[src/rtl/conv_window_sequencer.sv]
// Walks every filter placement over a data matrix, emitting one (data, filter) address beat per transfer.
// First beat 2 cycles after start, then 1 beat/cycle; a stalled beat (readyIn=0) holds every output.
module conv_window_sequencer #(
   parameter int ADDR_WIDTH = 12,
   parameter int DIM_WIDTH  = 8
) (
   input  logic                   clkIn,
   input  logic                   rstIn,
   input  logic                   startIn,
   input  logic [DIM_WIDTH-1:0]   dataRowsIn,
   input  logic [DIM_WIDTH-1:0]   dataColsIn,
   input  logic [DIM_WIDTH-1:0]   filtRowsIn,
   input  logic [DIM_WIDTH-1:0]   filtColsIn,
   input  logic [ADDR_WIDTH-1:0]  dataBaseIn,
   input  logic [ADDR_WIDTH-1:0]  filtBaseIn,
   input  logic                   readyIn,
   output logic                   validOut,
   output logic [ADDR_WIDTH-1:0]  dataAddrOut,
   output logic [ADDR_WIDTH-1:0]  filtAddrOut,
   output logic                   lastOut,
   output logic [2*DIM_WIDTH-1:0] outIdxOut,
   output logic                   busyOut,
   output logic                   doneOut,
   output logic                   errOut
);

   typedef enum logic [1:0] {S_IDLE, S_CHECK, S_RUN, S_DONE} state_t;

   localparam logic [DIM_WIDTH-1:0]   D_ONE = 1;
   localparam logic [ADDR_WIDTH-1:0]  A_ONE = 1;
   localparam logic [2*DIM_WIDTH-1:0] I_ONE = 1;

   state_t                  state_q;
   logic [DIM_WIDTH-1:0]    dr_q, dc_q, fr_q, fc_q, or_q, oc_q;
   logic [DIM_WIDTH-1:0]    orow_q, ocol_q, kr_q, kc_q;
   logic [ADDR_WIDTH-1:0]   dbase_q, fbase_q;
   // wrow: first window of the current output row; win: window top-left; drow/frow: current filter row start
   logic [ADDR_WIDTH-1:0]   wrow_q, win_q, drow_q, frow_q;
   logic [ADDR_WIDTH-1:0]   data_addr_q, filt_addr_q;
   logic [2*DIM_WIDTH-1:0]  out_idx_q;
   logic                    valid_q, last_q, busy_q, done_q, err_q;

   logic                    xfer, kc_end, kr_end, ocol_end, orow_end, bad_cfg;
   logic [ADDR_WIDTH-1:0]   dc_a, fc_a;

   assign xfer     = valid_q & readyIn;
   assign kc_end   = (kc_q == fc_q - D_ONE);
   assign kr_end   = (kr_q == fr_q - D_ONE);
   assign ocol_end = (ocol_q == oc_q - D_ONE);
   assign orow_end = (orow_q == or_q - D_ONE);
   assign dc_a     = ADDR_WIDTH'(dc_q);
   assign fc_a     = ADDR_WIDTH'(fc_q);
   assign bad_cfg  = (dr_q == '0) || (dc_q == '0) || (fr_q == '0) || (fc_q == '0) ||
                     (fr_q > dr_q) || (fc_q > dc_q);

   always_ff @(posedge clkIn) begin
      if (!rstIn) begin
         state_q <= S_IDLE;
         dr_q <= '0;  dc_q <= '0;  fr_q <= '0;  fc_q <= '0;  or_q <= '0;  oc_q <= '0;
         orow_q <= '0;  ocol_q <= '0;  kr_q <= '0;  kc_q <= '0;
         dbase_q <= '0;  fbase_q <= '0;  wrow_q <= '0;  win_q <= '0;  drow_q <= '0;  frow_q <= '0;
         data_addr_q <= '0;  filt_addr_q <= '0;  out_idx_q <= '0;
         valid_q <= 1'b0;  last_q <= 1'b0;  busy_q <= 1'b0;  done_q <= 1'b0;  err_q <= 1'b0;
      end else begin
         done_q <= 1'b0;
         err_q  <= 1'b0;
         case (state_q)
            S_IDLE: begin
               if (startIn) begin
                  dr_q    <= dataRowsIn;
                  dc_q    <= dataColsIn;
                  fr_q    <= filtRowsIn;
                  fc_q    <= filtColsIn;
                  dbase_q <= dataBaseIn;
                  fbase_q <= filtBaseIn;
                  busy_q  <= 1'b1;
                  state_q <= S_CHECK;
               end
            end
            S_CHECK: begin
               if (bad_cfg) begin
                  err_q   <= 1'b1;
                  busy_q  <= 1'b0;
                  state_q <= S_IDLE;
               end else begin
                  or_q        <= dr_q - fr_q + D_ONE;
                  oc_q        <= dc_q - fc_q + D_ONE;
                  orow_q      <= '0;
                  ocol_q      <= '0;
                  kr_q        <= '0;
                  kc_q        <= '0;
                  wrow_q      <= dbase_q;
                  win_q       <= dbase_q;
                  drow_q      <= dbase_q;
                  frow_q      <= fbase_q;
                  data_addr_q <= dbase_q;
                  filt_addr_q <= fbase_q;
                  out_idx_q   <= '0;
                  last_q      <= (fr_q == D_ONE) && (fc_q == D_ONE);
                  valid_q     <= 1'b1;
                  state_q     <= S_RUN;
               end
            end
            S_RUN: begin
               if (xfer) begin
                  if (!kc_end) begin
                     kc_q        <= kc_q + D_ONE;
                     data_addr_q <= data_addr_q + A_ONE;
                     filt_addr_q <= filt_addr_q + A_ONE;
                     last_q      <= kr_end && (kc_q + D_ONE == fc_q - D_ONE);
                  end else if (!kr_end) begin
                     kc_q        <= '0;
                     kr_q        <= kr_q + D_ONE;
                     drow_q      <= drow_q + dc_a;
                     data_addr_q <= drow_q + dc_a;
                     frow_q      <= frow_q + fc_a;
                     filt_addr_q <= frow_q + fc_a;
                     last_q      <= (kr_q + D_ONE == fr_q - D_ONE) && (fc_q == D_ONE);
                  end else if (ocol_end && orow_end) begin
                     valid_q <= 1'b0;
                     last_q  <= 1'b0;
                     done_q  <= 1'b1;
                     state_q <= S_DONE;
                  end else begin
                     // Window finished: rewind the filter and step to the next placement.
                     kc_q        <= '0;
                     kr_q        <= '0;
                     frow_q      <= fbase_q;
                     filt_addr_q <= fbase_q;
                     out_idx_q   <= out_idx_q + I_ONE;
                     last_q      <= (fr_q == D_ONE) && (fc_q == D_ONE);
                     if (!ocol_end) begin
                        ocol_q      <= ocol_q + D_ONE;
                        win_q       <= win_q + A_ONE;
                        drow_q      <= win_q + A_ONE;
                        data_addr_q <= win_q + A_ONE;
                     end else begin
                        ocol_q      <= '0;
                        orow_q      <= orow_q + D_ONE;
                        wrow_q      <= wrow_q + dc_a;
                        win_q       <= wrow_q + dc_a;
                        drow_q      <= wrow_q + dc_a;
                        data_addr_q <= wrow_q + dc_a;
                     end
                  end
               end
            end
            S_DONE: begin
               busy_q  <= 1'b0;
               state_q <= S_IDLE;
            end
            default: state_q <= S_IDLE;
         endcase
      end
   end

   assign validOut    = valid_q;
   assign dataAddrOut = data_addr_q;
   assign filtAddrOut = filt_addr_q;
   assign lastOut     = last_q;
   assign outIdxOut   = out_idx_q;
   assign busyOut     = busy_q;
   assign doneOut     = done_q;
   assign errOut      = err_q;

endmodule

[config.mk]
export PLATFORM = sky130hd
export DESIGN_NAME = conv_window_sequencer
export DESIGN_NICKNAME = d
export VERILOG_FILES = /design/src/rtl/conv_window_sequencer.sv
export SDC_FILE = /design/constraint.sdc
export NUM_CORES = 1
export LEC_CHECK = 0
export BUFFER_PORTS_ARGS = -buffer_cell sky130_fd_sc_hd__buf_2
export CORE_MARGIN = 10
export CORE_UTILIZATION = 60
export CTS_CLUSTER_SIZE = 28
export DETAILED_ROUTE_END_ITERATION = 10
export GPL_ROUTABILITY_DRIVEN = 0
export PLACE_DENSITY = 0.86
export SYNTH_ARGS = -nofsm -noshare
export SYNTH_HDL_FRONTEND = slang
export SYNTH_SLANG_ARGS = --single-unit
[constraint.sdc]
create_clock -name clkIn -period 4.72 [get_ports clkIn]
set_input_delay 1.18 -clock clkIn [delete_from_list [all_inputs] [get_ports clkIn]]
set_output_delay 1.18 -clock clkIn [all_outputs]
set_load 0.03 [all_outputs]
==> reports/results.ini <==
[critical_path]
max_stage_delay_ns=0.57
reg2reg_to=outIdxOut[14]
required_ns=5.10
crit_buf_inv=2
cp_max_fo=59
endpoint_kind=flop
crit_arrival_ns=4.37
cp_common_cell=or4_1
startpoint_type=flop
r2r_slack_ns=0.73
rr_worst_depth=11
rr_startpoint=fr_q[0]
crit_chain=inv_1 > ha_1 > xor2_1 > o211ai_1 > or4_4 > or4_1 > or3_1 > o21a_1 > buf_4 > or4_1 > a21oi_1
path_class=flop to flop
slowest_stage=or4_1
cp_top_family=simple AND/OR/NAND/NOR gates

[clock_network]
cts_resized=0
cts_buffers=17
clock_path_buffers=2
cts-root-buf=clkbuf_16
path_clk_slew_ns=0.08
htree_levels=4
cts_sinks=199
cts_tree=done
cts_setup_buffers=0
clk-insertion-delay-late_ns=0.45
cts_hold_buffers=0

[hold_path]
holdPathEnd=fbase_q[4]
whs_path_depth=2
hp-start=fbase_q[4]
hp-class=flop to flop

[sta]
slew_headroom=0.163
timing.setup.tns_ns=0
finClkSkew_ns=0.0151
finalMaxSlewViolations=0
hold_violations=0
period_needed_ns=3.99
finalSetupViolations=0
tightest_slew_ns=1.24
fmax_mhz=251
rsz0062_at_grt=no
fin_crit_sh=0.845

[logic_synthesis]
yosysSeqAreaShare=0.302
synthesis.area_um2=13200
synth-main-ff-cell=dfxtp_1
synthCells=1722
synth-seq-cells=199
async_flop_share=0
syn_nets=1874
ys_warn_count=0
yosysUniqueCellTypes=72
synth_area_per_cell_um2=7.65
synth_edf_count=0

[global_route]
grt_pass1_vias=12700
grt_max_degree=73
antenna_found_initial=0
grt_pass1_wl_um=64400
grt.total_usage=0.271
grt-ovfl-total=0

[route]
via_per_inst=6.58
drt_wl_total_um=40300
drt_first_pass_iters=7
drc_errors=0
vias=13600
detail-route-antenna-nets=0
drtIter0Drc=1662
wire_per_inst_um=19.6

[floorplanning]
die_x_um=168
fp.dieH_um=168
fp-row-count=54
initial_core_util=0.608
core_um2=21700
io_pins=105
dieArea_um2=28300

[power]
p_leak_nw=5.57
p_per_area_nw_per_um2=307
power.total_mw=4.43
internal_power_mw=2.92
vdd_drop_max_mv=0.273
p_comb_frac=0.245
p_sw_mw=1.50
seqPwrFrac=0.431
sw_frac_of_total=0.340
clkPwrFrac=0.323

[final_layout]
drive_gt1_frac=0.104
fillers=1821
fin_util=0.666
diodes=0
fin_nets=1919
areaGrowthSynthToFinish_pct=9.57

[placed_design]
dp_hpwl_um=28400
port-buffer-count=104

[run_status]
outcome=finished, final reports clean

[flow_run]
cap_violations=0

==> how the worst max path moves through the flow <==
stage	from	endpoint	slack, ns	depth (start not counted)
global placement	fr_q[0]	frow_q[9]	0.92	12
floorplan	fr_q[0]	outIdxOut[10]	1.20	12
CTS	fr_q[0]	outIdxOut[14]	0.76	11
global route	fc_q[1]	outIdxOut[14]	0.48	12
finish	fr_q[0]	outIdxOut[14]	0.73	11
detailed placement	fr_q[0]	outIdxOut[14]	0.78	11
==> tightest hold or removal path, stage by stage (launching register included) <==
cell and delay, ns:
dfxtp_1 0.31, nand2_1 0.05, a21oi_1 0.05
==> kinds of logic (layout without fill, tap and decap cells) <==
family / Yosys count / in the layout / synth area share
muxes: 14 / 14 / 0.0109
buffers and inverters: 166 / 224 / 0.0493
xor gates and xnor gates: 122 / 122 / 0.0821
and+or+nand+nor: 640 / 640 / 0.233
DFF: 199 / 199 / 0.302
adders and majority gates: 92 / 92 / 0.0908
AOI/OAI and AO/OA: 489 / 489 / 0.231
==> placed cells by master (no fill, tap or decap), types with 8 or more instances in the layout <==
cell	count
nand2_1	242
dfxtp_1	199
a21oi_1	192
nor2_1	113
buf_2	104
o21ai_0	89
xnor2_1	85
ha_1	85
nand3_1	67
inv_1	60
nor3_1	41
xor2_1	36
nand4_1	31
a211oi_1	28
o31ai_1	27
buf_4	26
or4_1	22
nor2b_1	21
a31oi_1	20
nand2b_1	19
and3_1	17
clkbuf_16	17
or3_1	16
o211ai_1	14
a21o_1	13
a311oi_1	13
nor4_1	12
mux2i_1	11
o21bai_1	9
o311ai_0	8
and2_1	8
o22ai_1	8
o21a_1	8
==> power groups by stage <==
stage / sequential, mW / clock [mW] / combinational, mW
2_1_floorplan: 1.93 / 0 / 0.752
3_3_place_gp: 1.94 / 0 / 1.02
3_5_place_dp: 1.94 / 0 / 1.05
4_1_cts: 1.90 / 1.43 / 1.06
5_1_grt: 1.92 / 1.49 / 1.19
6_report: 1.91 / 1.43 / 1.09
==> cells in the mapped netlist, types with 6 or more instances <==
master / number / area share
xnor2_1: 85 / 0.056
o21a_1: 8 / 0.0046
nor2_1: 113 / 0.032
and3_1: 17 / 0.0081
nand4_1: 31 / 0.015
fa_1: 6 / 0.0091
a21o_1: 13 / 0.0074
o2111ai_1: 6 / 0.0040
mux2i_1: 11 / 0.0084
xor2_1: 36 / 0.024
a311oi_1: 14 / 0.0093
ha_1: 86 / 0.082
or4_1: 22 / 0.013
nand2b_1: 19 / 0.0090
nand3_1: 67 / 0.025
nand2_1: 243 / 0.069
o21bai_1: 9 / 0.0051
a211oi_1: 28 / 0.016
o21ai_0: 91 / 0.035
inv_1: 60 / 0.017
nor3_1: 41 / 0.016
clkbuf_1: 83 / 0.024
dfxtp_1: 199 / 0.30
a21oi_1: 192 / 0.073
and2_1: 9 / 0.0043
nor2b_1: 21 / 0.010
o311ai_0: 8 / 0.0053
buf_2: 15 / 0.0057
o31ai_1: 27 / 0.015
nor4_1: 13 / 0.0062
o22ai_1: 8 / 0.0038
a31oi_1: 20 / 0.0095
nand4b_1: 6 / 0.0040
o211ai_1: 14 / 0.0080
or3_1: 16 / 0.0076
==> layout make-up <==
type                    instances  area [um^2]  share of cell area
multi-input cells            1357         8590               0.595
flip-flops and latches        199         3980               0.276
repair buffers                130          716              0.0496
clock buffers                  21          470              0.0326
well taps                     280          350              0.0243
inverters                      62          235              0.0163
clock inverters                11         90.1             0.00624
==> metal layers <==
layer | wire, um | up-vias | GRT usage
met5 | 0 | - | 0
met4 | 1680 | 0 | 0.127
met3 | 3620 | 144 | 0.0373
met2 | 18900 | 795 | 0.450
met1 | 16100 | 6349 | 0.340
li1 | - | 6272 | -
==> through the flow <==
stage / hold slack [ns] / std cells / cell area (um^2) / setup slack, ns
final: 0.456 / 2060 / 14400 / 0.730
after global placement: 0.443 / 2028 / 13900 / 0.921
after CTS: 0.458 / 2060 / 14400 / 0.764
after floorplan: 0.432 / 1722 / 13200 / 1.20
after global routing: 0.482 / 2060 / 14400 / 0.475
after detailed placement: 0.448 / 2028 / 13900 / 0.780
==> flip-flops by register name (all words and copies together), names as in the netlist, 12 cells and up, named ones only <==
signal	count
dataAddrOut	12
dbase_q	12
drow_q	12
fbase_q	12
filtAddrOut	12
frow_q	12
outIdxOut	16
win_q	12
wrow_q	12
(Power assumes the default switching activity.)
